<file path="config.mk">
export PLATFORM = sky130hd
export DESIGN_NAME = dfp_burst_adapter
export DESIGN_NICKNAME = d
export VERILOG_FILES = /design/src/rtl/dfp_burst_adapter.sv
export SDC_FILE = /design/constraint.sdc
export NUM_CORES = 2
export LEC_CHECK = 0
export ABC_AREA = 1
export BUFFER_PORTS_ARGS = -buffer_cell sky130_fd_sc_hd__buf_2
export CORE_AREA = 2 2 293 295
export CTS_CLUSTER_DIAMETER = 60
export DETAILED_ROUTE_END_ITERATION = 8
export DIE_AREA = 0 0 295 297
export GPL_ROUTABILITY_DRIVEN = 0
export PLACE_DENSITY = 0.68
export SLEW_MARGIN = 20
export SYNTH_ARGS = -nofsm -noshare
export SYNTH_HDL_FRONTEND = slang
export SYNTH_SLANG_ARGS = --single-unit
export TNS_END_PERCENT = 20
</file>
<file path="constraint.sdc">
create_clock -name clk -period 24.9 [get_ports clk]
set_input_delay 3.735 -clock clk [delete_from_list [all_inputs] [get_ports clk]]
set_output_delay 3.735 -clock clk [all_outputs]
set_load 0.01 [all_outputs]
</file>
<file path="src/rtl/dfp_burst_adapter.sv">
// dfp_burst_adapter: cache-side line port to narrow burst memory.
// Takes whole-line reads/writes from the cache and turns each into a fixed
// BURST_BEATS-beat burst, assembling or disassembling the line on the way.
//
// state    | meaning
// ---------+------------------------------------------------------------
// IDLE     | waiting for a line request; write wins over read
// RD_REQ   | burst read command on bmem, held until bmem_ready
// RD_DATA  | collecting read beats tagged with the latched line address
// WR_BURST | presenting write beats, advancing only when bmem_ready
// RESP     | one-cycle dfp_resp; request re-sampled the cycle after
module dfp_burst_adapter #(
  parameter int ADDR_WIDTH  = 32,
  parameter int LINE_WIDTH  = 256,
  parameter int BEAT_WIDTH  = 64,
  parameter int BURST_BEATS = 4
) (
  input  logic                  clk,
  input  logic                  rst,
  input  logic [ADDR_WIDTH-1:0] dfp_addr,
  input  logic                  dfp_read,
  input  logic                  dfp_write,
  input  logic [LINE_WIDTH-1:0] dfp_wdata,
  output logic [LINE_WIDTH-1:0] dfp_rdata,
  output logic                  dfp_resp,
  output logic [ADDR_WIDTH-1:0] bmem_addr,
  output logic                  bmem_read,
  output logic                  bmem_write,
  output logic [BEAT_WIDTH-1:0] bmem_wdata,
  input  logic                  bmem_ready,
  input  logic [ADDR_WIDTH-1:0] bmem_raddr,
  input  logic [BEAT_WIDTH-1:0] bmem_rdata,
  input  logic                  bmem_rvalid
);

  localparam int OFFSET = $clog2(LINE_WIDTH / 8);
  localparam int CNT_W  = (BURST_BEATS > 1) ? $clog2(BURST_BEATS) : 1;
  localparam logic [CNT_W-1:0] LAST_BEAT = CNT_W'(BURST_BEATS - 1);
  localparam logic [ADDR_WIDTH-1:0] OFFSET_MASK =
    ADDR_WIDTH'((64'd1 << OFFSET) - 64'd1);

  // The line must split into a whole number of beats with nothing left over.
  if (BURST_BEATS * BEAT_WIDTH != LINE_WIDTH) begin : g_bad_geometry
    $error("dfp_burst_adapter: BURST_BEATS*BEAT_WIDTH must equal LINE_WIDTH");
  end

  typedef enum logic [2:0] {
    IDLE,
    RD_REQ,
    RD_DATA,
    WR_BURST,
    RESP
  } state_t;

  state_t                  state;
  logic [CNT_W-1:0]        cnt;
  logic [LINE_WIDTH-1:0]   rd_line;
  logic [LINE_WIDTH-1:0]   wr_line;

  logic [ADDR_WIDTH-1:0]   aligned_addr;
  logic                    beat_hit;
  logic [LINE_WIDTH-1:0]   line_next;
  logic [LINE_WIDTH-1:0]   wr_shift;

  // Request address with the in-line byte offset stripped.
  assign aligned_addr = dfp_addr & ~OFFSET_MASK;

  // A read beat counts only while collecting and only for our own line;
  // bmem_addr still holds the latched line address during RD_DATA.
  assign beat_hit = (state == RD_DATA) && bmem_rvalid && (bmem_raddr == bmem_addr);

  // Assembly buffer with the incoming beat merged into slice cnt.
  always_comb begin
    line_next = rd_line;
    line_next[BEAT_WIDTH*int'(cnt) +: BEAT_WIDTH] = bmem_rdata;
  end

  // Write line shifted down one beat so the next beat sits in the low slice.
  assign wr_shift = wr_line >> BEAT_WIDTH;

  // Burst sequencer with all bmem/dfp outputs registered.
  always_ff @(posedge clk or posedge rst) begin
    if (rst) begin
      state      <= IDLE;
      cnt        <= '0;
      rd_line    <= '0;
      wr_line    <= '0;
      dfp_rdata  <= '0;
      dfp_resp   <= 1'b0;
      bmem_addr  <= '0;
      bmem_read  <= 1'b0;
      bmem_write <= 1'b0;
      bmem_wdata <= '0;
    end else begin
      dfp_resp <= 1'b0;
      unique case (state)
        IDLE: begin
          if (dfp_write) begin
            bmem_addr  <= aligned_addr;
            wr_line    <= dfp_wdata;
            bmem_wdata <= dfp_wdata[BEAT_WIDTH-1:0];
            bmem_write <= 1'b1;
            cnt        <= '0;
            state      <= WR_BURST;
          end else if (dfp_read) begin
            bmem_addr <= aligned_addr;
            bmem_read <= 1'b1;
            cnt       <= '0;
            state     <= RD_REQ;
          end
        end

        RD_REQ: begin
          if (bmem_ready) begin
            bmem_read <= 1'b0;
            state     <= RD_DATA;
          end
        end

        RD_DATA: begin
          if (beat_hit) begin
            rd_line <= line_next;
            if (cnt == LAST_BEAT) begin
              dfp_rdata <= line_next;
              dfp_resp  <= 1'b1;
              cnt       <= '0;
              state     <= RESP;
            end else begin
              cnt <= cnt + 1'b1;
            end
          end
        end

        WR_BURST: begin
          if (bmem_ready) begin
            if (cnt == LAST_BEAT) begin
              bmem_write <= 1'b0;
              bmem_wdata <= '0;
              dfp_resp   <= 1'b1;
              cnt        <= '0;
              state      <= RESP;
            end else begin
              cnt        <= cnt + 1'b1;
              wr_line    <= wr_shift;
              bmem_wdata <= wr_shift[BEAT_WIDTH-1:0];
            end
          end
        end

        RESP: begin
          state <= IDLE;
        end

        default: begin
          state <= IDLE;
        end
      endcase
    end
  end

endmodule

</file>
==> After elaboration in Yosys (flattened, before gate mapping) <==
Index checks and enable logic that the tools add are counted.
{ "word_totals": {"input_bits": 390, "wordCells": 80, "reg_bits": 872, "output_inout_bits": 355} }
{ "classes": {"reduce_logical": 16, "n_shift": 2, "addsub": 2, "n_eq_ne": 14, "mux": 36} }
{ "ops": {"columns": ["cell", "n"], "rows": [
  ["256-bit two-way mux", 3],
  ["256-bit case mux with 2 select lines", 1],
  ["256-bit bitwise mux", 1],
  ["64-bit by 33-bit variable shift with 256-bit output (first input constant)", 1],
  ["64-bit by 33-bit indexed part select with 256-bit output", 1],
  ["64-bit two-way mux", 3],
  ["64-bit case mux with 2 select lines", 1],
  ["32-bit two-way mux", 2],
  ["8-bit negator with 33-bit output", 1],
  ["32-bit == test", 1],
  ["4-bit AND reduction", 5],
  ["3-bit two-way mux", 6],
  ["2-bit inequality test (second input constant)", 8],
  ["3-bit case mux with 4 select lines", 1],
  ["2-bit two-way mux", 5],
  ["1-bit two-way mux", 9],
  ["3-bit by 2-bit == test with 1-bit output (second input constant)", 2],
  ["1-bit case mux with 2 select lines", 3],
  ["2-bit case mux with 3 select lines", 1],
  ["3-bit AND reduction", 2],
  ["2-bit nonzero test", 3],
  ["2-bit AND reduction", 2],
  ["3-bit by 1-bit == test with 1-bit output (second input constant)", 1],
  ["3-bit zero test", 1],
  ["5 further kinds", 6]
]} }

==> Longest topological paths before layout <==
{ "logic_depth": {"word_depth": 5, "depth_mapped": 15, "mapped_depth_nobuf": 13} }

==> Worst setup path after synthesis <==
OpenSTA, ideal clock, no wires.
{ "synth_timing": {"path_kind": "in2reg", "start": "in bmem_raddr[18]", "end": "reg dfp_rdata[228]", "setup_time_ns": 0.123, "required_time_ns": 24.777, "arrival_ns": 5.043, "setup_slack_ns": 19.734, "path_buffers": 3, "cell_stages": 14, "path_cell_list": "inv_1 nand2_1 nand2_1 inv_1 nand2_1 nor2_1 nand2_1 nor2_2 nand2_2 buf_6 buf_6 buf_2 o21ai_0 nand2_1"} }
{ "synth_between": {"elab_chain_len": 3} }
{ "synth_lines": {"columns": ["element", "line", "source"], "rows": [
  ["start, declared", "31", "input logic [ADDR_WIDTH-1:0] bmem_raddr,"],
  ["32-bit == test", "70", "assign beat_hit = (state == RD_DATA) && bmem_rvalid && (bmem_raddr == bmem_addr);"],
  ["1-bit logical AND", "70", null],
  ["3-bit AND reduction (no source line)", null, null],
  ["end signal, assigned", "124", "dfp_rdata <= line_next;"],
  ["end, declared", "24", "output logic [LINE_WIDTH-1:0] dfp_rdata,"]
]} }
Every way passes these cells.
A chain may end at the register's enable or synchronous reset.

==> Worst setup path in the final report <==
{ "layout_timing": {"start": "in bmem_raddr[0]", "end": "reg dfp_rdata[121]"} }
Same word-level chain as after synthesis.

==> flow_summary.ini <==
[sta]
hold_viol_final = 0
finalSetupViolCount = 0
fmax_ghz = 0.129
tightest_slew_ns = 1.11
fin_crit_ns = 7.75
final.period_utilization = 0.311
drv_slew = 0
finalClockSkew_ns = 0.0308
whs_ns = 0.471
fin_setup_tns_ns = 0
rsz0062_at_grt = false
slew_headroom = 0.263

[worst_setup_path]
crit_type = in2reg
startpoint = bmem_raddr[0]
rr_worst_depth = 12
cp-end-kind = flop
crit_fanout = 168
crit_arrival_ns = 8.32
startpoint_type = input pin
critPathRequiredTime_ns = 25.47
rrSetupSlack_ns = 19.96
r2r-end = dfp_rdata[121]
cp-endpoint = dfp_rdata[121]
r2r_start = state[2]

[routing]
drtIter0Drc = 3288
dr.pass1.iters = 6
drc_errors = 0
drt-wirelength-per-cell_um = 18.7
vias = 33626
routed_wl_mm = 121
vias_per_cell = 5.20
ant_nets = 0

[synthesis]
synth-adder-area-share = 0.00201
syn_avg_cell_area_um2 = 7.96
synth-xor-area-share = 0.000705
yosysSeqAreaShare = 0.539
ys_ff_latch = 803
ys_warn_count = 0
async_reset_ff_frac = 1.00
ys_types = 35
synthSimpleGateAreaFrac = 0.206
synth_top_family_by_area = simple AND/OR/NAND/NOR gates
synth.area.mux_share = 0.000906
synth_edf_count = 0
syn_inst = 4685
synth_compound_area_frac = 0.160
netlist_area_um2 = 37300
ys.flop_type = dfrtp_1

[layout]
layout-drive-gt1-share = 0.181
final_nets = 5618
fillers = 7946
area_growth_pct = 19.7
layout_common_cells = nand2_1 (1455), dfrtp_1 (802), buf_2 (734)
final_area_um2 = 44600
final_common_cell = nand2_1

[power]
p_leak_nw = 24.3
vdd_drop_max_mv = 0.0963
power_density_nw_per_um2 = 97.9

[clock_tree]
cts_made_buffers = 93
cts_tree = built
cts_sinks = 803
ctsResizeCount = 0
clk_latency_ns = 0.65
cts_root_buffer = clkbuf_16
clock_path_buffers = 3
post_cts_buffers = 0
htreeDepth = 3
clk_pin_slew_ns = 0.06
ctsHoldBuffers = 0

[floorplanning]
initial_core_util = 0.441
die_w_um = 295
row_count = 107
die_h_um = 297
core-area_um2 = 84500
die-area_um2 = 87600
io-pin-count = 745

[global_route]
antenna_found_initial = 33
grt_first_pass_wirelength_mm = 188
track_usage = 0.272
grt_start_max_net_pins = 235
grt_pass1_vias = 31913
grt_overflow_total = 0

[worst_hold_path]
holdPathStages = 2
hold_class = reg2reg

[placed_design]
port_buffers = 734
postPlaceCellArea_um2 = 41400
hpwl_mm = 80.2

[outcome]
status = finished clean

[run]
maxCapViolations = 0
## cell families (layout without fill, tap and decap cells)
| kind of cell | Yosys count | count (layout) |
|---|---|---|
| buffers and inverters | 859 | 1465 |
| adder cells (fa/ha/maj) | 6 | 6 |
| multiplexers | 3 | 3 |
| XOR/XNOR | 3 | 3 |
| flip-flops | 803 | 803 |
| AND/OR/NAND/NOR | 1974 | 1974 |
| other | 1 | 29 |
| AO/OA/AOI/OAI | 1036 | 1036 |
## cell type report
class	count	area [um2]	share of cell area
Antenna cell	24	60.1	0.00135
Clock buffer	134	2710	0.0608
Clock inverter	34	418	0.00936
Inverter	520	1970	0.0441
Multi-Input combinational cell	3027	13900	0.311
Sequential cell	803	20100	0.450
Tap cell	1144	1430	0.0321
Timing Repair Buffer	777	4050	0.0908
## stage by stage
| stage | utilization | instances | setup WS, ns | power (W) |
|---|---|---|---|---|
| 3_3_place_gp | 0.490 | 6270 | 16.53 | 0.00295 |
| 3_5_place_dp | 0.490 | 6270 | 16.54 | 0.00298 |
| 4_1_cts | 0.527 | 6438 | 17.18 | 0.00438 |
| 5_1_grt | 0.528 | 6456 | 16.79 | 0.00462 |
| 6_report | 0.528 | 6463 | 17.15 | 0.00437 |
| 2_1_floorplan | - | 4689 | 10.14 | 0.00258 |
## report_power, final
| part | switching, W | internal [W] |
|---|---|---|
| clock network | 0.000574 | 0.000816 |
| registers | 0.000129 | 0.00155 |
| logic | 0.000903 | 0.000392 |
## worst max-delay path, stage by stage
cell     delay (ns)
buf_2          0.10
nor2_1         0.09
and2_1         0.22
nand2_1        0.09
nor2_1         0.09
nand2_1        0.10
nor2_4         0.71
nand2_8        0.78
nor2_4         0.93
buf_4          0.92
nand2_1        0.25
nand2_1        0.14
## cell usage after synthesis, types with 2 or more instances
| cell type | instances | area (um2) |
|---|---|---|
| nor2_1 | 336 | 1260 |
| a22oi_1 | 2 | 15.0 |
| inv_2 | 2 | 7.51 |
| buf_6 | 3 | 33.8 |
| a32oi_1 | 21 | 184 |
| a21oi_1 | 26 | 130 |
| buf_1 | 11 | 41.3 |
| o21ai_0 | 386 | 1930 |
| nor2_4 | 2 | 22.5 |
| o21a_1 | 86 | 646 |
| dfrtp_1 | 803 | 20100 |
| a21boi_0 | 40 | 300 |
| nand2_1 | 1456 | 5470 |
| mux2_2 | 3 | 33.8 |
| xnor2_1 | 2 | 17.5 |
| o22ai_1 | 64 | 400 |
| and2_1 | 2 | 12.5 |
| clkbuf_1 | 225 | 845 |
| nor2_2 | 3 | 18.8 |
| ha_1 | 6 | 75.1 |
| buf_4 | 20 | 150 |
| buf_2 | 80 | 400 |
| a31oi_1 | 235 | 1470 |
| inv_1 | 517 | 1940 |
| nand2_2 | 2 | 12.5 |
| o21ai_1 | 175 | 876 |
| nand3_1 | 166 | 831 |
| nand3b_1 | 2 | 15.0 |
| nand4_1 | 3 | 18.8 |
## sequential cells by signal (all words and copies together), names as in the netlist
name,flops
bmem_write,1
bmem_addr,27
cnt,2
wr_line,192
bmem_wdata,64
rd_line,256
dfp_rdata,256
bmem_read,1
dfp_resp,1
state,3
## per-layer routing
metal	vias up	routed length, um	GRT usage
li1	16063	-	-
met1	16026	51400	0.374
met2	1289	54200	0.413
met3	228	10900	0.0702
met4	20	4370	0.106
met5	-	127	0
## worst min-delay path by stage
stage | to | from
2_1_floorplan | rd_line[39] | rd_line[39]
4_1_cts | rd_line[55] | rd_line[55]
6_report | rd_line[55] | rd_line[55]
5_1_grt | rd_line[57] | rd_line[57]
3_5_place_dp | rd_line[50] | rd_line[50]
3_3_place_gp | rd_line[56] | rd_line[56]
Note: power is estimated with default switching activity, not from simulation.
